File: config.mk
export PLATFORM = sky130hd
export DESIGN_NAME = fetch_buffer
export DESIGN_NICKNAME = d
export VERILOG_FILES = /design/src/rtl/fetch_buffer.sv
export SDC_FILE = /design/constraint.sdc
export NUM_CORES = 1
export LEC_CHECK = 0
export CAP_MARGIN = 20
export CORE_MARGIN = 3
export CORE_UTILIZATION = 29
export CTS_CLUSTER_SIZE = 25
export DETAILED_ROUTE_END_ITERATION = 12
export PLACE_DENSITY_LB_ADDON = 0.3
export REMOVE_ABC_BUFFERS = 1
export SLEW_MARGIN = 5
export SYNTH_ARGS = -nofsm -noshare
export SYNTH_HDL_FRONTEND = slang
export SYNTH_SLANG_ARGS = --single-unit
File: constraint.sdc
create_clock -name i_clk -period 30.5 [get_ports i_clk]
set_input_delay 6.1 -clock i_clk [delete_from_list [all_inputs] [get_ports i_clk]]
set_output_delay 6.1 -clock i_clk [all_outputs]
set_load 0.02 [all_outputs]
File: src/rtl/fetch_buffer.sv
// Packet queue between I-cache fetch and 4-wide decode: show-ahead head,
// ready/valid pop, redirect kill that empties the queue in one edge.
module fetch_buffer #(
    parameter int WIDTH     = 32,
    parameter int WIDTH_PC  = 32,
    parameter int DEPTH     = 8,
    parameter int WIDTH_CNT = 4
) (
    input  logic                 i_clk,
    input  logic                 i_rst,
    input  logic                 i_we,
    input  logic [WIDTH_PC-1:0]  i_pc,
    input  logic [4*WIDTH-1:0]   i_data4x,
    input  logic [3:0]           i_mask,
    input  logic                 i_re,
    input  logic                 i_kill,
    output logic [4*WIDTH-1:0]   o_data4x,
    output logic [WIDTH_PC-1:0]  o_pc,
    output logic [3:0]           o_mask,
    output logic                 o_valid,
    output logic                 o_full,
    output logic [WIDTH_CNT-1:0] o_count,
    output logic                 o_drop
);

    localparam int PTR_W = $clog2(DEPTH);

    logic [4*WIDTH-1:0]   data_q [DEPTH];
    logic [WIDTH_PC-1:0]  pc_q   [DEPTH];
    logic [3:0]           mask_q [DEPTH];

    logic [PTR_W-1:0]     wp_q, wp_d;
    logic [PTR_W-1:0]     rp_q, rp_d;
    logic [WIDTH_CNT-1:0] cnt_q, cnt_d;
    logic                 full_q, full_d;
    logic                 drop_q, drop_d;

    logic                 mask_any;
    logic                 push;
    logic                 pop;
    logic [3:0]           head_mask;

    assign mask_any = |i_mask;
    assign o_valid  = (cnt_q != '0);
    // Fullness comes from the current count, so a same-cycle pop cannot make room.
    assign push     = i_we & ~full_q & mask_any & ~i_kill;
    assign pop      = o_valid & i_re & ~i_kill;

    always_comb begin
        wp_d   = wp_q;
        rp_d   = rp_q;
        cnt_d  = cnt_q;
        drop_d = i_we & full_q & mask_any & ~i_kill;
        if (i_kill) begin
            wp_d  = '0;
            rp_d  = '0;
            cnt_d = '0;
        end else begin
            if (push) wp_d = wp_q + PTR_W'(1);
            if (pop)  rp_d = rp_q + PTR_W'(1);
            case ({push, pop})
                2'b10:   cnt_d = cnt_q + WIDTH_CNT'(1);
                2'b01:   cnt_d = cnt_q - WIDTH_CNT'(1);
                default: cnt_d = cnt_q;
            endcase
        end
        full_d = (cnt_d == WIDTH_CNT'(DEPTH));
    end

    always_ff @(posedge i_clk) begin
        if (i_rst) begin
            wp_q   <= '0;
            rp_q   <= '0;
            cnt_q  <= '0;
            full_q <= 1'b0;
            drop_q <= 1'b0;
        end else begin
            wp_q   <= wp_d;
            rp_q   <= rp_d;
            cnt_q  <= cnt_d;
            full_q <= full_d;
            drop_q <= drop_d;
        end
    end

    // Payload storage is never cleared; only pointers and count are reset.
    always_ff @(posedge i_clk) begin
        if (push && !i_rst) begin
            data_q[wp_q] <= i_data4x;
            pc_q[wp_q]   <= i_pc;
            mask_q[wp_q] <= i_mask;
        end
    end

    assign head_mask = mask_q[rp_q];

    genvar gi;
    generate
        for (gi = 0; gi < 4; gi++) begin : g_mask
            assign o_mask[gi] = head_mask[gi] & o_valid;
        end
    endgenerate

    assign o_data4x = data_q[rp_q];
    assign o_pc     = pc_q[rp_q];
    assign o_full   = full_q;
    assign o_count  = cnt_q;
    assign o_drop   = drop_q;

endmodule

# --- Word level (Yosys, flattened, before mapping) ---
# Memory sizes are Yosys's and may differ from the RTL's. A register that Yosys moved wholly into a read port is not among the register bits.
# Index checks and enable logic that the tools add are counted.
op_classes:
  addsub: 4
  n_mul: 0
  div: 0
  order_cmp: 0
  n_eq_ne: 3
  shift: 0
  n_mux: 10
  n_bitwise: 14
  n_reduce_logical: 5
ops:
  columns: ["cell", "count"]
  rows:
  - ["$mux W3", 6]
  - ["$and A1 B1 Y1", 12]
  - ["$pmux W4 S2", 1]
  - ["$add A3 B1 Y3 const B", 2]
  - ["$add A4 B1 Y4 const B", 1]
  - ["$eq A4 B4 Y1 const B", 1]
  - ["$mux W4", 1]
  - ["$reduce_bool A4 Y1", 1]
  - ["$reduce_or A4 Y1", 1]
  - ["$sub A4 B1 Y4 const B", 1]
  - ["$eq A2 B1 Y1 const B", 1]
  - ["$eq A2 B2 Y1 const B", 1]
  - ["$mux W1", 2]
  - ["$not A1 Y1", 2]
  - ["$reduce_or A2 Y1", 1]
  - ["$logic_and A1 B1 Y1", 1]
  - ["$logic_not A1 Y1", 1]
totals:
  reg_bits: 12
  latchBits: 0
  ram_bits: 1312
  rom_bits: 0
  wordCells: 44
  n_memories: 3
memory_table:
  columns: ["name", "depth", "word_bits", "rd", "rd_ports_with_merged_regs", "wr", "line", "source"]
  rows:
  - ["data_q", 8, 128, 1, 1, 1, "28", "logic [4*WIDTH-1:0] data_q [DEPTH];"]
  - ["pc_q", 8, 32, 1, 1, 1, "29", "logic [WIDTH_PC-1:0] pc_q [DEPTH];"]
  - ["mask_q", 8, 4, 1, 1, 1, "30", "logic [3:0] mask_q [DEPTH];"]

# --- Logic depth before layout (Yosys ltp) ---
depth:
  ltp_word: 8
  mapped_depth: 12

# --- Least setup slack after synthesis ---
# OpenSTA, ideal clock, no wires.
synth_path:
  path_type: "in2reg"
  startpoint: "in i_kill"
  endpoint: "mem data_q[4][0] (netlist bit) (enable)"
  arrival_ns: 21.908
  required_time_ns: 29.411
  setup_slack_ns: 7.504
  cell_stages: 3
  path_buffers: 0
  path_cell_list: "nor2_1 nand3_1 nor4_1"
synth_between:
  elab_chain_cells: 5
synth_lines:
  columns: ["item", "line", "source"]
  rows:
  - ["start: declaration", "16", "input logic i_kill,"]
  - ["$not A1 Y1", "46", "assign push = i_we & ~full_q & mask_any & ~i_kill;"]
  - ["$and A1 B1 Y1", "46", null]
  - ["$logic_and A1 B1 Y1", "88", "if (push && !i_rst) begin"]
  - ["$mux W1", "88", null]
  - ["$mux W1 (implied by the code)", "89", "data_q[wp_q] <= i_data4x;"]
  - ["end: declaration", "28", null]
# Every way passes these cells.

==> out/qor.csv <==
metric;value;unit
htree_levels;4;
cap_violations;0;
tns;0;ns
grt_use_total;0.1271;
wl_met1;46.98;mm
post-route-period-util;0.3899;
yosys.area_share.simple;0.004654;
rows;153;
route.detailed.drc;0;
vias_per_cell;4.537;
finalClockSkew;0.05072;ns
overflow;0;
yosys-mux-area-fraction;0.1991;
cts_root_buf;clkbuf_16;
avgSynthCellArea;25.70;sq um
synth.top_cell.area_share;0.7712;
cellPowerDensity;62.27;mW/mm^2
crit_fanout;58;
hp-class;register to register;
hold_viol;0;
die_y;425.7;microns
yosysWarnings;0;
yosys.area.top_type;edfxtp_1;
synth-seq-cells;1327;
synthToLayoutAreaGrowth;21.14;%
fill_cells;15794;
synth_common_cells;edfxtp_1 (1312), mux4_1 (246), mux2_2 (160), mux4_2 (82), clkbuf_1 (48);
wirelength;115.6;mm
async_flop_share;0;
ctsHoldBuffers;0;
status;complete, no violations;
setup_viol;0;
fin_crit;11.89;ns
yosysMostFrequentCell;edfxtp_1;
multi_input_area;0.01067;sq mm
worst_slew_pin_slew;1.048;ns
cts_buffers;145;
ys.flop_type;edfxtp_1;
cts_tree;built;
syn_area;0.05108;sq mm
synth_area_leaders;edfxtp_1 (77%), mux4_1 (13%), mux4_2 (3.6%), mux2_2 (3.5%), buf_8 (0.85%);
grt_max_degree;80;
timing.fmax;84.09;MHz
cp-end-kind;primary output;
vias;22139;
antenna_found_initial;18;
clk_pin_slew;0.06;ns
grt_pass1_wl;167.0;mm
met3WireLength;4.648;mm
synthDistinctLibCells;37;
crit_path_start_kind;register;
hpwl;62.03;mm
slew_headroom;0.3014;
cp.arrival;5.79;ns
highest_layer;met5;
fin_area;0.06188;sq mm
setup.worst_path.class;register to primary output;
slew_violations;0;
route.met2.wl;61.64;mm
final_nets;2599;
drt_iter0_drc;1292;
grt_pass1_vias;23983;
synth-xor-area-share;0.001372;
portBuffers;339;
die-area;0.1812;sq mm
cp.required;24.40;ns
synth_edf_count;1312;
routedWlPerCell;23.69;microns
final_layout_size_suffix_gt1_frac;0.2004;
firstDrtPassIters;5;
insertion_delay;0.79;ns
io_pins;340;
ctsResizeCount;0;
cts.sinks;1327;
die_x;425.7;microns
cts_setup_buffers;0;
clock_path_buffers;3;
ant_nets;0;
regArea;0.03971;sq mm
p_leak;19.06;nW
synth_compound_area_frac;0.001298;
worst_ir_drop_vdd;0.04770;mV
core;0.1744;sq mm
dpl_cell_area;0.05702;sq mm
routabilityCongestion;0.6860;
synthCells;1988;
rsz0062_at_grt;false;
initial_core_util;0.2929;
seq_area_frac_synth;0.7771;
synth_top_family_by_area;multiplexers;
synth-adder-area-share;0.001225;
[placed cells by master, fill, tap and decap left out, types with 7 or more instances in the layout]
cell,count
buf_4,45
bufinv_16,15
clkbuf_1,29
clkbuf_16,145
clkdlybuf4s50_1,339
clkinv_1,29
clkinv_16,7
clkinv_2,27
dfxtp_1,12
diode_2,10
edfxtp_1,1312
mux2_2,160
mux4_1,246
mux4_2,82
nor2_1,18
xor2_1,7
[worst max-delay path, stage by stage, from the launching register on]
cell and delay, ns:
dfxtp_4 0.78, buf_4 0.88, buf_4 0.84, buf_4 0.85
mux4_1 0.66, mux2_2 0.31, clkdlybuf4s50_1 0.55
[report_power, final]
part / total (mW) / leakage, nW / internal [mW] / switching (mW)
sequential: 2.01 / 11.9 / 2.01 / 0.00225
combinational: 0.102 / 4.78 / 0.0480 / 0.0536
clock: 1.74 / 2.34 / 1.02 / 0.721
[worst paths after layout]
path	startpoint	cells after the start	endpoint	slack, ns
worst max-delay path	register	6	o_data4x[75]	18.61
worst max register to register	o_full$_SDFF_PP0_	6	data_q[4][103]$_DFFE_PP_	26.56
worst min-delay path	rp_q[1]$_SDFFE_PP0N_	2	register	0.49
worst min register to register	rp_q[1]$_SDFFE_PP0N_	2	register	0.49
[sequential cells by signal, summed over array words and instances (netlist names), named ones only]
signal,cells
data_q,1024
mask_q,32
o_count,4
o_drop,1
o_full,1
pc_q,256
rp_q,3
wp_q,3
[logic make-up (layout without fill, tap and decap cells)]
logic type,Yosys count,after routing
xor gates and xnor gates,8,8
muxes,494,494
buffers and inverters,96,653
other,0,10
DFF,1327,1327
and+or+nand+nor,49,49
AOI/OAI and AO/OA,9,9
adders and majority gates,5,5
[layout make-up]
class,count,area share
inverter,2,0.0001213
sequential,1327,0.6417
tap,2325,0.04701
multi-input combinational,565,0.1724
timing repair buffer,384,0.06029
antenna,10,0.0004044
clock inverter,93,0.01769
clock buffer,174,0.06040
[per-stage QoR]
step,hold slack (ns),worst slack (ns),cells,utilization,total power [mW]
after global placement,0.4633,19.29,4603,0.3270,2.151
after CTS,0.4946,18.30,4870,0.3547,3.917
final,0.4922,18.61,4880,0.3548,3.853
after global routing,0.5304,18.14,4875,0.3548,3.998
after floorplan,0.4541,7.504,1894,-,2.096
after detailed placement,0.4812,19.24,4603,0.3270,2.156
[metal layers]
layer  global-route usage  up-vias
met2               0.2274      416
li1                     -     9688
met4              0.03740        2
met5                    0        -
met1               0.1524    11875
met3              0.02857      158
Power figures use the tool's default switching activity.
